**src/rtl/prog_loader_pkg.sv**
```systemverilog
// Shared definitions for the boot-time program loader.
// States, stream-format constants and the count-byte decode.
package prog_loader_pkg;

  typedef enum logic [2:0] {
    S_IDLE,
    S_COUNT,
    S_DATA,
    S_CHECK,
    S_DONE,
    S_ERR
  } state_t;

  localparam int TIMEOUT_DEF    = 1024;
  localparam int BYTES_PER_WORD = 4;
  localparam int COUNT0_WORDS   = 256;
  localparam int WCNT_W         = 9;

  // A count byte of zero stands for the largest image
  function automatic logic [WCNT_W-1:0] word_count(
    input logic [7:0] c
  );
    return (c == 8'd0) ? WCNT_W'(COUNT0_WORDS)
                       : {1'b0, c};
  endfunction

endpackage

```
**src/rtl/prog_loader_if.sv**
```systemverilog
// Byte stream in, instruction-memory write port out.
// The loader sits on the slave side.
interface prog_loader_if #(
  parameter int ADDR_W = 8
);
  logic              rx_valid;
  logic [7:0]        rx_data;
  logic              rx_ready;
  logic              im_we;
  logic [ADDR_W-1:0] im_addr;
  logic [31:0]       im_wdata;

  modport master (
    output rx_valid,
    output rx_data,
    input  rx_ready,
    input  im_we,
    input  im_addr,
    input  im_wdata
  );

  modport slave (
    input  rx_valid,
    input  rx_data,
    output rx_ready,
    output im_we,
    output im_addr,
    output im_wdata
  );
endinterface

```
**src/rtl/prog_loader_word_packer.sv**
```systemverilog
// Packs big-endian bytes into 32-bit words.
// stb pulses the cycle after a word's fourth byte.
module word_packer
  import prog_loader_pkg::*;
(
  input  logic        clk,
  input  logic        rstd,
  input  logic        clr,
  input  logic        shift,
  input  logic [7:0]  din,
  output logic [31:0] word,
  output logic        last,
  output logic        stb
);
  logic [1:0] idx;

  assign last = shift &&
    (idx == 2'(BYTES_PER_WORD - 1));

  always_ff @(posedge clk or negedge rstd) begin
    if (!rstd) begin
      word <= '0;
      idx  <= '0;
      stb  <= 1'b0;
    end else begin
      stb <= last;
      if (clr) begin
        word <= '0;
        idx  <= '0;
      end else if (shift) begin
        word <= {word[23:0], din};
        idx  <= idx + 2'd1;
      end
    end
  end
endmodule

```
**src/rtl/prog_loader.sv**
```systemverilog
// Loads a counted, XOR-checked byte stream into
// instruction memory and holds the CPU in reset until it is good.
module prog_loader
  import prog_loader_pkg::*;
#(
  parameter int TIMEOUT = TIMEOUT_DEF,
  parameter int ADDR_W  = 8
) (
  input  logic         clk,
  input  logic         rstd,
  input  logic         load_req,
  prog_loader_if.slave bus,
  output logic         cpu_rstd,
  output logic         done,
  output logic         err
);
  localparam int TW = $clog2(TIMEOUT + 1);

  state_t            state, state_n;
  logic [TW-1:0]     tcnt;
  logic [WCNT_W-1:0] wcnt, nwords;
  logic [7:0]        csum;
  logic [31:0]       word;
  logic active, xfer, start, expired;
  logic shift, last_b, stb, last_w;

  assign active  = state inside
    {S_COUNT, S_DATA, S_CHECK};
  assign xfer    = active && bus.rx_valid;
  assign start   = load_req && (state inside
    {S_IDLE, S_DONE, S_ERR});
  assign expired = active && !bus.rx_valid &&
    (tcnt == TW'(TIMEOUT - 1));
  assign shift   = (state == S_DATA) && xfer;
  assign last_w  = (wcnt + WCNT_W'(1)) == nwords;

  assign bus.rx_ready = active;
  assign bus.im_we    = stb;
  assign bus.im_addr  = ADDR_W'(wcnt);
  assign bus.im_wdata = word;
  assign done     = (state == S_DONE);
  assign err      = (state == S_ERR);
  assign cpu_rstd = (state == S_DONE);

  word_packer u_pack (
    .clk   (clk),
    .rstd  (rstd),
    .clr   (start),
    .shift (shift),
    .din   (bus.rx_data),
    .word  (word),
    .last  (last_b),
    .stb   (stb)
  );

  always_ff @(posedge clk or negedge rstd) begin
    if (!rstd) state <= S_IDLE;
    else       state <= state_n;
  end

  // Leave DATA on the last byte itself so the checksum byte
  // is never mistaken for data while the final write is pending
  always_comb begin
    state_n = state;
    unique case (state)
      S_IDLE, S_DONE, S_ERR:
        if (start) state_n = S_COUNT;
      S_COUNT:
        if (xfer)         state_n = S_DATA;
        else if (expired) state_n = S_ERR;
      S_DATA:
        if (last_b && last_w) state_n = S_CHECK;
        else if (expired)     state_n = S_ERR;
      S_CHECK:
        if (xfer)
          state_n = (bus.rx_data == csum) ?
            S_DONE : S_ERR;
        else if (expired) state_n = S_ERR;
      default: state_n = S_IDLE;
    endcase
  end

  // Address holds at the last word rather than wrapping
  always_ff @(posedge clk or negedge rstd) begin
    if (!rstd) begin
      tcnt   <= '0;
      wcnt   <= '0;
      nwords <= '0;
      csum   <= '0;
    end else if (start) begin
      tcnt <= '0;
      wcnt <= '0;
      csum <= '0;
    end else begin
      if (active)
        tcnt <= xfer ? '0 : tcnt + TW'(1);
      if (state == S_COUNT && xfer)
        nwords <= word_count(bus.rx_data);
      if (shift)
        csum <= csum ^ bus.rx_data;
      if (stb && !last_w)
        wcnt <= wcnt + WCNT_W'(1);
    end
  end
endmodule

```
**src/flat_wrapper.sv**
```systemverilog
// flat-port wrapper written by rule: the top's interface ports become plain ports
module prog_loader_flat import prog_loader_pkg::*;
#(
  parameter int TIMEOUT = TIMEOUT_DEF,
  parameter int ADDR_W  = 8
)
  (clk, rstd, load_req, cpu_rstd, done, err, bus_rx_valid, bus_rx_data, bus_rx_ready, bus_im_we, bus_im_addr, bus_im_wdata);
  prog_loader_if #(.ADDR_W(ADDR_W)) bus_i ();
  input  logic clk;
  input  logic rstd;
  input  logic load_req;
  output logic cpu_rstd;
  output logic done;
  output logic err;
  input wire logic [$bits(bus_i.rx_valid)-1:0] bus_rx_valid;
  input wire logic [$bits(bus_i.rx_data)-1:0] bus_rx_data;
  output wire logic [$bits(bus_i.rx_ready)-1:0] bus_rx_ready;
  output wire logic [$bits(bus_i.im_we)-1:0] bus_im_we;
  output wire logic [$bits(bus_i.im_addr)-1:0] bus_im_addr;
  output wire logic [$bits(bus_i.im_wdata)-1:0] bus_im_wdata;
  assign bus_i.rx_valid = bus_rx_valid;
  assign bus_i.rx_data = bus_rx_data;
  assign bus_rx_ready = bus_i.rx_ready;
  assign bus_im_we = bus_i.im_we;
  assign bus_im_addr = bus_i.im_addr;
  assign bus_im_wdata = bus_i.im_wdata;
  prog_loader #(.TIMEOUT(TIMEOUT), .ADDR_W(ADDR_W)) u_core (.clk(clk), .rstd(rstd), .load_req(load_req), .bus(bus_i), .cpu_rstd(cpu_rstd), .done(done), .err(err));
endmodule
```
**config.mk**
```make
export PLATFORM = sky130hd
export DESIGN_NAME = prog_loader_flat
export DESIGN_NICKNAME = d
export VERILOG_FILES = /design/src/rtl/prog_loader_pkg.sv /design/src/rtl/prog_loader_if.sv /design/src/rtl/prog_loader_word_packer.sv /design/src/rtl/prog_loader.sv /design/src/flat_wrapper.sv
export SDC_FILE = /design/constraint.sdc
export NUM_CORES = 1
export LEC_CHECK = 0
export ABC_AREA = 0
export BUFFER_PORTS_ARGS = -buffer_cell sky130_fd_sc_hd__buf_4
export CAP_MARGIN = 20
export CORE_ASPECT_RATIO = 1.25
export CORE_MARGIN = 2
export CORE_UTILIZATION = 57
export DETAILED_ROUTE_END_ITERATION = 10
export PLACE_DENSITY = 0.9
export RECOVER_POWER = 50
export SLEW_MARGIN = 20
export SYNTH_ARGS = -nofsm -noshare
export SYNTH_HDL_FRONTEND = slang
export SYNTH_HIERARCHICAL = 1
export SYNTH_SLANG_ARGS = --single-unit
```
**constraint.sdc**
```tcl
create_clock -name clk -period 2.3 [get_ports clk]
set_input_delay 0.46 -clock clk [delete_from_list [all_inputs] [get_ports clk]]
set_output_delay 0.46 -clock clk [all_outputs]
set_load 0.02 [all_outputs]
```
==> impl_results.md, run 1 <==
- Fmax: around 0.46 GHz
- Crit-path leading delay family: compound AO/OA/AOI/OAI gates
- Crit path depth: 6
- Post-synth ARST share: 100%
- Clock Power Share: a little under a quarter
- WHS: roughly 0.40 ns
- Critical path origin: u_core/wcnt[2]
- Final Wtd Congestion: 0.885
- Final setup violation count: 0
- CTS tree: yes
- Final period utilization: ~94%
- Sequential Area: approximately 1900 um2
- Actual slew at the worst max-slew pin: 1.61 ns
- Std-Cell Rows: 33
- Final Max Slew Viols: 28
- Net Sw Frac: a little under two fifths
- Final instance area: approximately 4500 um2
- FF+latch count, synth: 75
- Hold depth: 2
- Multi-input logic area: roughly 1800 um2
- Initial antenna violation count: 0
- Worst path cell trace: nand3_4 > or2_1 > a311oi_2 > o21ai_2 > a211oi_1 > mux2_1
- Gate power share: between 30 and 40%
- Metal3 WL: 443 um
- DPL Wire Length: ~5700 um
- Fin worst setup slack: around 0.14 ns
- Clock buffer depth: 2
- PortBufs: between 50 and 60
- Yosys cell types: 48
- Initial Utilization: roughly 59%
- DIE HEIGHT: between 90 and 100 um
- Avg Inst Size Synth: slightly above 10 um2
- Crit Path Max Fanout: 9
- Metal-1 WL: ~3600 um
- Clock sink total: 75
- Sequential fraction of the synthesis area: a little under half
- Final ANT Viol Nets: 0
- CP Buf/Inv Count: 0
- Number of global-route vias before repair: between 2000 and 3000
- Area Overhead vs Synth: 14.1%
- EDFF count, synth: 0
- Layout cell share with drive strength beyond 1: 17.8%
- Rel. slew slack: -7.59%
- Hold Path Class: in2reg
- Crit start category: flip-flop
- Pint: 2.87 mW
- CTS Buf Count: 9
- WL met2: about 3800 um
- DRC viols: 0
- CTS Hold Bufs: 0
- Number of max-cap violations: 1
- Total negative slack: 0 ns
- Total Wirelength: roughly 8000 um
- Crit path largest cell delay: 0.53 ns
- Largest net degree at the start of global routing: between 40 and 50
- Area after DPL: roughly 4300 um2
- Wire per inst: 15.3 um
- Slowest library cell on the worst path: dfrtp_1
- Number of fillers in the final layout: about 530
- Final hold violations: 0
- Core area: about 6600 um2
- Die footprint: 7550 um2
- Peak VDD IR: 0.634 mV
- Skew final: approximately 0.0090 ns
- Arrival time worst endpoint: 2.39 ns
- First DRT Iteration DRCs: ~200
- Post-Syn Area: about 3900 um2
- Total number of vias: approximately 3000
- Clk slew on worst S/H paths: about 0.08 ns
- Worst Path Required: ~2.5 ns
- Total Routing Usage GR: between 20% and 30%
- Flop2flop setup slack: about 0.14 ns
- Psw: roughly 1.7 mW
- Total power per unit cell area: a little over 1000 nW/um2
- RSZ-0062 raised after global routing: no
- Nets@finish: around 450
- Period minus WS final: 2.16 ns
- Antenna cells: 0
- Setup WS pre-CTS: around 0.14 ns
- Post-CTS sizing: 0
- Post-Syn Nets: between 300 and 400
- Number of setup buffers added after CTS: 0
- Max Used Layer: met4
- Critical path endpoint: u_core/wcnt[5]
- Post-Synthesis Cells: roughly 380
- LEAKAGE: between 1.5 and 2 nW
- Outcome: complete, but fails checks
- Critical Path End Type: flip-flop
- Drt pass-1 iters: 4
- Ys flop type: dfrtp_1
- Gr ovfl total: 0
- Chip width: 78.1 um
- CTS H-Tree Depth: 3
- RR Startpoint: u_core/wcnt[2]
- Clock Latency Late Sink: roughly 0.34 ns
- Clock root buffer: clkbuf_8
- DR vias/cell: approximately 5.6
- Pwr Total: between 4 and 5 mW
- I/O Pins: 57
- Yosys warning count: 6
- Worst R2R End: u_core/wcnt[5]
- Worst Setup Path Type: reg2reg
- Seq pwr share: ~40%
- First-pass GRT wire length: ~14000 um
- R2R cell count: 6
- Failing checks: capacitance limit, slew limit
-- worst register-to-register path, stage by stage (launching register included) --
cell and delay, ns:
dfrtp_1 0.53, nand3_4 0.15, or2_1 0.30, a311oi_2 0.25, o21ai_2 0.19, a211oi_1 0.28
mux2_1 0.34
-- synthesized netlist by cell type, types with 2 or more instances --
cell type / count / share of area, %
dfrtp_1: 75 / 48
nor2_1: 58 / 5.6
mux2i_1: 41 / 10
nand2_1: 30 / 2.9
o21ai_0: 22 / 2.8
nand2b_1: 15 / 2.4
xnor2_1: 12 / 2.7
xor2_1: 12 / 2.7
buf_4: 10 / 1.9
mux2_2: 9 / 2.6
nand3_1: 9 / 1.2
inv_1: 8 / 0.77
nand4_1: 7 / 1.1
a21oi_1: 6 / 0.77
buf_2: 5 / 0.64
clkbuf_1: 5 / 0.48
nor4_1: 5 / 0.80
a211oi_1: 4 / 0.77
nor3_1: 4 / 0.51
and3_1: 3 / 0.48
buf_12: 3 / 1.5
ha_1: 3 / 0.96
nand3b_1: 3 / 0.58
a41oi_1: 2 / 0.45
and2_1: 2 / 0.32
nor2b_1: 2 / 0.32
nor3b_1: 2 / 0.38
o31ai_1: 2 / 0.38
-- flip-flops by register name, indices dropped and copies added, names as in the netlist --
| register | flops |
|---|---|
| u_core/nwords | 9 |
| u_core/wcnt | 9 |
| u_core/csum | 8 |
| u_core/tcnt | 11 |
| u_core/u_pack/word | 32 |
| u_core/state | 3 |
| u_core/u_pack/stb | 1 |
| u_core/u_pack/idx | 2 |
-- through the flow --
step | utilization [%] | instances
5_1_grt | 67.6 | 524
2_1_floorplan | - | 379
4_1_cts | 68.9 | 524
3_3_place_gp | 65.7 | 508
6_report | 67.6 | 524
3_5_place_dp | 65.7 | 508
-- area by class of cell --
type | instances | share of cell area (%)
clock inverter | 4 | 1.06
sequential | 75 | 42.0
multi-input combinational | 272 | 40.7
timing repair buffer | 66 | 9.44
clock buffer | 12 | 3.70
inverter | 8 | 0.672
tap | 87 | 2.44
-- power by group through the flow --
stage                     combinational, mW  clock [mW]  sequential (mW)
after detailed placement               1.72           0             1.91
after CTS                              1.73        1.08             1.90
final                                  1.66        1.05             1.90
after global placement                 1.65           0             1.89
after floorplan                        1.08           0             2.00
after global routing                   1.82        1.14             1.94
-- cell usage in the layout (no fill, tap or decap), types with 9 or more instances in the layout --
cell,instances
mux2i_1,41
nand2_1,30
buf_4,42
nor2_1,58
mux2_2,9
nand3_1,9
o21ai_0,22
xnor2_1,12
xor2_1,12
clkbuf_8,12
dfrtp_1,75
clkbuf_1,23
nand2b_1,15
-- kinds of logic (layout without fill, tap and decap cells) --
group | Yosys count | in the layout | synth area share (%)
and+or+nand+nor | 148 | 148 | 18.7
xor gates and xnor gates | 24 | 24 | 5.37
buffers and inverters | 32 | 90 | 5.62
AOI/OAI and AO/OA | 46 | 46 | 8.05
DFF | 75 | 75 | 47.9
muxes | 51 | 51 | 13.4
adders and majority gates | 3 | 3 | 0.959
-- how the worst min path moves through the flow --
stage | from | endpoint
after floorplan | rstd | u_core/csum[0]
after global placement | rstd | u_core/wcnt[5]
after detailed placement | rstd | u_core/wcnt[4]
after CTS | rstd | u_core/wcnt[4]
after global routing | bus_rx_data[6] | u_core/nwords[6]
final | bus_rx_data[6] | u_core/nwords[6]
-- metal layers --
layer  vias to the layer above  track usage (%)
li1                       1407                -
met3                        15             5.69
met4                         0             9.04
met5                         -                0
met1                      1440             31.4
met2                        88             33.7
Power figures use the tool's default switching activity.
==> run 2: changes to the inputs <==
--- a/config.mk
+++ b/config.mk
@@ -12,6 +12,7 @@
 export CORE_MARGIN = 2
 export CORE_UTILIZATION = 57
 export DETAILED_ROUTE_END_ITERATION = 10
+export GPL_TIMING_DRIVEN = 0
 export PLACE_DENSITY = 0.9
 export RECOVER_POWER = 50
 export SLEW_MARGIN = 20
==> impl_results.md, run 2 (synthesized netlist as in run 1, its figures left out) <==
- Crit path largest cell delay: 0.44 ns (-0.09 ns)
- DR vias/cell: 5.72 (+1.5%)
- Layout cell share with drive strength beyond 1: 22.1% (+4.3 points)
- Clock buffer depth: 2 (unchanged)
- Crit start category: flip-flop
- Outcome: complete, but fails checks
- CTS Buf Count: 9 (unchanged)
- Final period utilization: 95.7% (+1.8 points)
- DIE HEIGHT: 96.7 um (unchanged)
- Number of global-route vias before repair: 3108 (+12%)
- Most frequent cells in the layout: dfrtp_1, nor2_1, buf_4
- Most common cell after layout, fill and taps aside: dfrtp_1
- Core area: 6610 um2 (unchanged)
- LEAKAGE: 2.10 nW (+5.3%)
- Total number of vias: 3081 (+4.4%)
- First-pass GRT wire length: 14900 um (+9.9%)
- Final Wtd Congestion: 0.921 (+4.1%)
- Largest net degree at the start of global routing: 76 (+55%)
- Final hold violations: 0 (unchanged)
- Biggest register: u_core/u_pack/word
- Number of max-cap violations: 1 (unchanged)
- Failing checks: capacitance limit, slew limit
- Final Max Slew Viols: 76 (+170%)
- Chip width: 78.1 um (unchanged)
- Worst Setup Path Type: reg2reg
- Worst Path Required: 2.56 ns (+0.03 ns)
- DRC viols: 0 (unchanged)
- Worst path cell trace: ha_2 > nand4_2 > nor2_2 > a2bb2oi_2 > nor3_4 > buf_4 > a2111oi_4 > mux2i_1
- CTS Hold Bufs: 0 (unchanged)
- Rel. slew slack: -21.8% (-14 points)
- First DRT Iteration DRCs: 191 (-5.9%)
- Total power per unit cell area: 1050 nW/um2 (+1.7%)
- Die footprint: 7550 um2 (unchanged)
- Clk slew on worst S/H paths: 0.08 ns (about the same)
- Critical Path End Type: flip-flop
- Clock sink total: 75 (unchanged)
- Period minus WS final: 2.20 ns (+0.0403 ns)
- Actual slew at the worst max-slew pin: 1.83 ns (+0.213 ns)
- PortBufs: 56 (unchanged)
- Peak VDD IR: 0.722 mV (+14%)
- Initial Utilization: 59.3% (unchanged)
- Crit Path Max Fanout: 5 (-4)
- Total Routing Usage GR: 24.8% (+2.3 points)
- Skew final: 0.00509 ns (-0.00391 ns)
- I/O Pins: 57 (unchanged)
- Wire per inst: 16.5 um (+7.8%)
- Fin util: 70.4% (+2.7 points)
- DPL Wire Length: 5820 um (+2.2%)
- Clock root buffer: clkbuf_8
- Final setup violation count: 0 (unchanged)
- Setup WS pre-CTS: -0.0469 ns (-0.185 ns)
- Drt pass-1 iters: 4 (unchanged)
- Antenna cells: 0 (unchanged)
- Nets@finish: 462 (+3.4%)
- Arrival time worst endpoint: 2.46 ns (+0.07 ns)
- CTS tree: yes
- Area Overhead vs Synth: 18.8%
- Total Wirelength: 8890 um (+11%)
- Max reg flops: 32 (unchanged)
- Initial antenna violation count: 0 (unchanged)
- Fmax: 0.454 GHz (-1.8%)
- RSZ-0062 raised after global routing: yes
- Fin worst setup slack: 0.0995 ns (-0.0403 ns)
- Gr ovfl total: 0 (unchanged)
- Final ANT Viol Nets: 0 (unchanged)
- Top flop regs: u_core/u_pack/word (32), u_core/tcnt (11)
- Slowest library cell on the worst path: dfrtp_1
- Std-Cell Rows: 33 (unchanged)
- Clock Latency Late Sink: 0.34 ns (about the same)
- CTS H-Tree Depth: 3 (unchanged)
- Hold Path Class: in2reg
[run 2: cell types whose count changed in the layout (fill, tap and decap cells not counted), moves of 2 or more]
cell       before  now
buf_12          1    3
buf_4          42   48
buf_2           0    5
clkbuf_8       12   10
clkbuf_2        0    2
bufinv_16       1    3
[run 2: stage by stage]
stage | power [mW] | hold slack, ns | cell area (um2) | instances | TNS, ns
2_1_floorplan | 3.08 | 0.164 | 3920 | 379 | 0
3_3_place_gp | 3.57 | 0.490 | 4440 | 522 | -0.0207
3_5_place_dp | 3.65 | 0.499 | 4440 | 522 | -0.0469
4_1_cts | 4.92 | 0.275 | 4710 | 540 | 0
5_1_grt | 5.16 | 0.400 | 4650 | 539 | -0.0204
6_report | 4.89 | 0.400 | 4650 | 539 | 0
[run 2: critical path: cells and delay by family (launching register included)]
family          cells  cell delay (ns)
compound gates      2             0.57
fa+ha+maj           1             0.28
buf+inv             1             0.17
flops               1             0.44
mux                 1             0.23
simple gates        3             0.43
[run 2: final cells by class]
class | instances | area, um2
Tap cell | 87 | 109
Clock buffer | 11 | 141
Sequential cell | 75 | 1880
Clock inverter | 5 | 100
Multi-Input combinational cell | 272 | 1840
Timing Repair Buffer | 58 | 362
Inverter | 8 | 30.0
Buffer | 23 | 188
Fill cell | 501 | 1960
[run 2: power breakdown]
part	switching, mW	total, mW	internal [mW]
logic	1.06	1.77	0.718
registers	0.283	1.90	1.62
clock network	0.466	1.21	0.747
total	1.80	4.89	3.08
[run 2: final timing paths]
path | startpoint | to | slack (ns) | depth (start not counted)
worst max register to register | u_core/wcnt[1] | u_core/wcnt[8] | 0.1 | 8
worst min-delay path | bus_rx_data[5] | u_core/nwords[5] | 0.40 | 2
worst max-delay path | u_core/wcnt[1] | u_core/wcnt[8] | 0.1 | 8
worst min register to register | u_core/csum[3] | u_core/csum[3] | 0.51 | 1
min in group asynchronous | rstd | u_core/wcnt[6] | 0.61 | 1
max in group asynchronous | rstd | u_core/wcnt[0] | 0.50 | 1
[run 2: timing repair]
action	in CTS	in global routing
pin swaps	1	1
gates resized for setup	4	6
cloned	0	0
setup endpoints to repair	4	16
buffers inserted	2	0
endpoints found under the hold margin	0	0
[run 2: metal layers]
| metal | up-vias | track usage, % | part of all wire (%) |
|---|---|---|---|
| met5 | - | 0 | 0 |
| met4 | 0 | 11.7 | 2.6 |
| met3 | 24 | 4.57 | 5.6 |
| met2 | 130 | 41.6 | 51 |
| met1 | 1496 | 30.6 | 41 |
| li1 | 1431 | - | - |
==> run 3: changes to the inputs <==
--- a/config.mk
+++ b/config.mk
@@ -14,7 +14,6 @@
 export DETAILED_ROUTE_END_ITERATION = 10
 export GPL_TIMING_DRIVEN = 0
 export PLACE_DENSITY = 0.9
-export RECOVER_POWER = 50
 export SLEW_MARGIN = 20
 export SYNTH_ARGS = -nofsm -noshare
 export SYNTH_HDL_FRONTEND = slang
==> impl_results.md, run 3 (synthesized netlist as in run 1, its figures left out) <==
- Outcome: finished, final reports clean
- DRC viols: 0 (unchanged)
- Biggest register: u_core/u_pack/word
- WHS: 0.259 ns (-0.140 ns)
- Gr ovfl total: 0 (unchanged)
- Die footprint: 7550 um2 (unchanged)
- Largest net degree at the start of global routing: 76 (unchanged)
- Layout cell share with drive strength beyond 1: 26.3% (+4.2 points)
- CTS Buf Count: 9 (unchanged)
- Worst path cell trace: ha_2 > nand4_2 > nor2_2 > a2bb2oi_2 > nor3_4 > buf_4 > a2111oi_4 > mux2i_1
- Final Max Slew Viols: 0 (-100%)
- Skew final: 0.00487 ns (-0.000219 ns)
- Fin util: 71.5% (+1.1 points)
- Area after DPL: 4440 um2 (unchanged)
- Drt pass-1 iters: 5 (+1)
- First DRT Iteration DRCs: 192 (+0.52%)
- Total power per unit cell area: 1040 nW/um2 (-0.63%)
- Top flop regs: u_core/u_pack/word (32), u_core/tcnt (11)
- DR vias/cell: 5.76 (+0.78%)
- Number of global-route vias before repair: 3108 (unchanged)
- Most common cell after layout, fill and taps aside: dfrtp_1
- Peak VDD IR: 0.736 mV (+2.0%)
- Crit Path Max Fanout: 5 (unchanged)
- Final setup violation count: 0 (unchanged)
- Wire per inst: 16.6 um (+0.65%)
- Crit-path leading delay family: compound AO/OA/AOI/OAI gates
- Final hold violations: 0 (unchanged)
- Crit start category: flip-flop
- Area Overhead vs Synth: 20.6%
- CP Buf/Inv Count: 1 (unchanged)
- Final period utilization: 96.2% (+0.50 points)
- Initial antenna violation count: 0 (unchanged)
- Worst Path Required: 2.56 ns (about the same)
- Critical Path End Type: flip-flop
- Final ANT Viol Nets: 0 (unchanged)
- I/O Pins: 57 (unchanged)
- LEAKAGE: 2.18 nW (+3.9%)
- Slowest library cell on the worst path: dfrtp_1
- Clock Latency Late Sink: 0.34 ns (about the same)
- First-pass GRT wire length: 14900 um (unchanged)
- PortBufs: 56 (unchanged)
- Period minus WS final: 2.21 ns (+0.0116 ns)
- Total Wirelength: 8950 um (+0.65%)
- Total number of vias: 3105 (+0.78%)
- Clk slew on worst S/H paths: 0.08 ns (about the same)
- Initial Utilization: 59.3% (unchanged)
- Max reg flops: 32 (unchanged)
- Antenna cells: 0 (unchanged)
- Std-Cell Rows: 33 (unchanged)
- Fmax: 0.452 GHz (-0.53%)
- Number of max-cap violations: 0 (-1)
- Post-Layout Cell Count: 539 (unchanged)
- Crit path largest cell delay: 0.45 ns (about the same)
- Most frequent cells in the layout: dfrtp_1, buf_4, nor2_1
- Clock sink total: 75 (unchanged)
- Core area: 6610 um2 (unchanged)
- Worst Setup Path Type: reg2reg
- CTS tree: yes
- Setup WS pre-CTS: -0.0469 ns (unchanged)
- RSZ-0062 raised after global routing: yes
- Hold Path Class: in2async
- Clock root buffer: clkbuf_8
- Total negative slack: 0 ns (unchanged)
- DP Cell Count: 522 (unchanged)
- Rel. slew slack: 38.8% (+61 points)
- Clock buffer depth: 2 (unchanged)
- Fin worst setup slack: 0.0879 ns (-0.0116 ns)
- Actual slew at the worst max-slew pin: 0.919 ns (-0.908 ns)
- CTS H-Tree Depth: 3 (unchanged)
- Pwr Total: 4.93 mW (+0.94%)
- Arrival time worst endpoint: 2.48 ns (+0.02 ns)
- Final Wtd Congestion: 0.921 (unchanged)
- DIE HEIGHT: 96.7 um (unchanged)
- Chip width: 78.1 um (unchanged)
- DPL Wire Length: 5820 um (unchanged)
- Final instance area: 4720 um2 (+1.6%)
- Flop2flop setup slack: 0.09 ns (about the same)
- Total Routing Usage GR: 24.8% (unchanged)
- Nets@finish: 462 (unchanged)
## run 3: final cells by class
cell class              instances  area (um2)
fillers                       478        1880
flip-flops and latches         75        1880
multi-input cells             272        1840
inverters                       8        30.0
clock buffers                  11         141
clock inverters                 5         100
well taps                      87         109
plain buffers                  23         188
repair buffers                 58         435
## run 3: final timing paths
check,cells past startpoint,startpoint,end
max in group asynchronous,1,rstd,u_core/wcnt[0]
max reg2reg,8,u_core/wcnt[1],u_core/wcnt[8]
min reg2reg,1,u_core/csum[3],u_core/csum[3]
min in group clk,2,bus_rx_data[5],u_core/nwords[5]
min,1,rstd,u_core/wcnt[6]
max,8,u_core/wcnt[1],u_core/wcnt[8]
## run 3: what timing repair did
| action | in CTS | in global routing |
|---|---|---|
| hold buffers | 0 | 0 |
| endpoints found under the setup margin | 4 | 16 |
| setup buffers | 2 | 0 |
| gates resized for setup | 4 | 6 |
| pin swaps | 1 | 1 |
## run 3: per-layer routing
metal	vias to the layer above	share of wire [%]	wire length (um)	global-route usage (%)
met3	24	5.4	483	4.57
li1	1430	-	-	-
met4	0	2.6	230	11.7
met5	-	0	0	0
met1	1525	41	3680	30.6
met2	126	51	4560	41.6
## run 3: worst reg2reg max path, stage by stage, from the launching register on
cell and delay [ns]:
dfrtp_1 0.45, ha_2 0.28, nand4_2 0.16, nor2_2 0.19, a2bb2oi_2 0.23, nor3_4 0.08
buf_4 0.17, a2111oi_4 0.34, mux2i_1 0.23
## run 3: report_power, final
group          internal, mW  switching, mW  leakage (nW)
Combinational         0.758           1.06          1.05
Clock                 0.747          0.468         0.123
Sequential             1.62          0.286          1.01
Total                  3.12           1.81          2.18
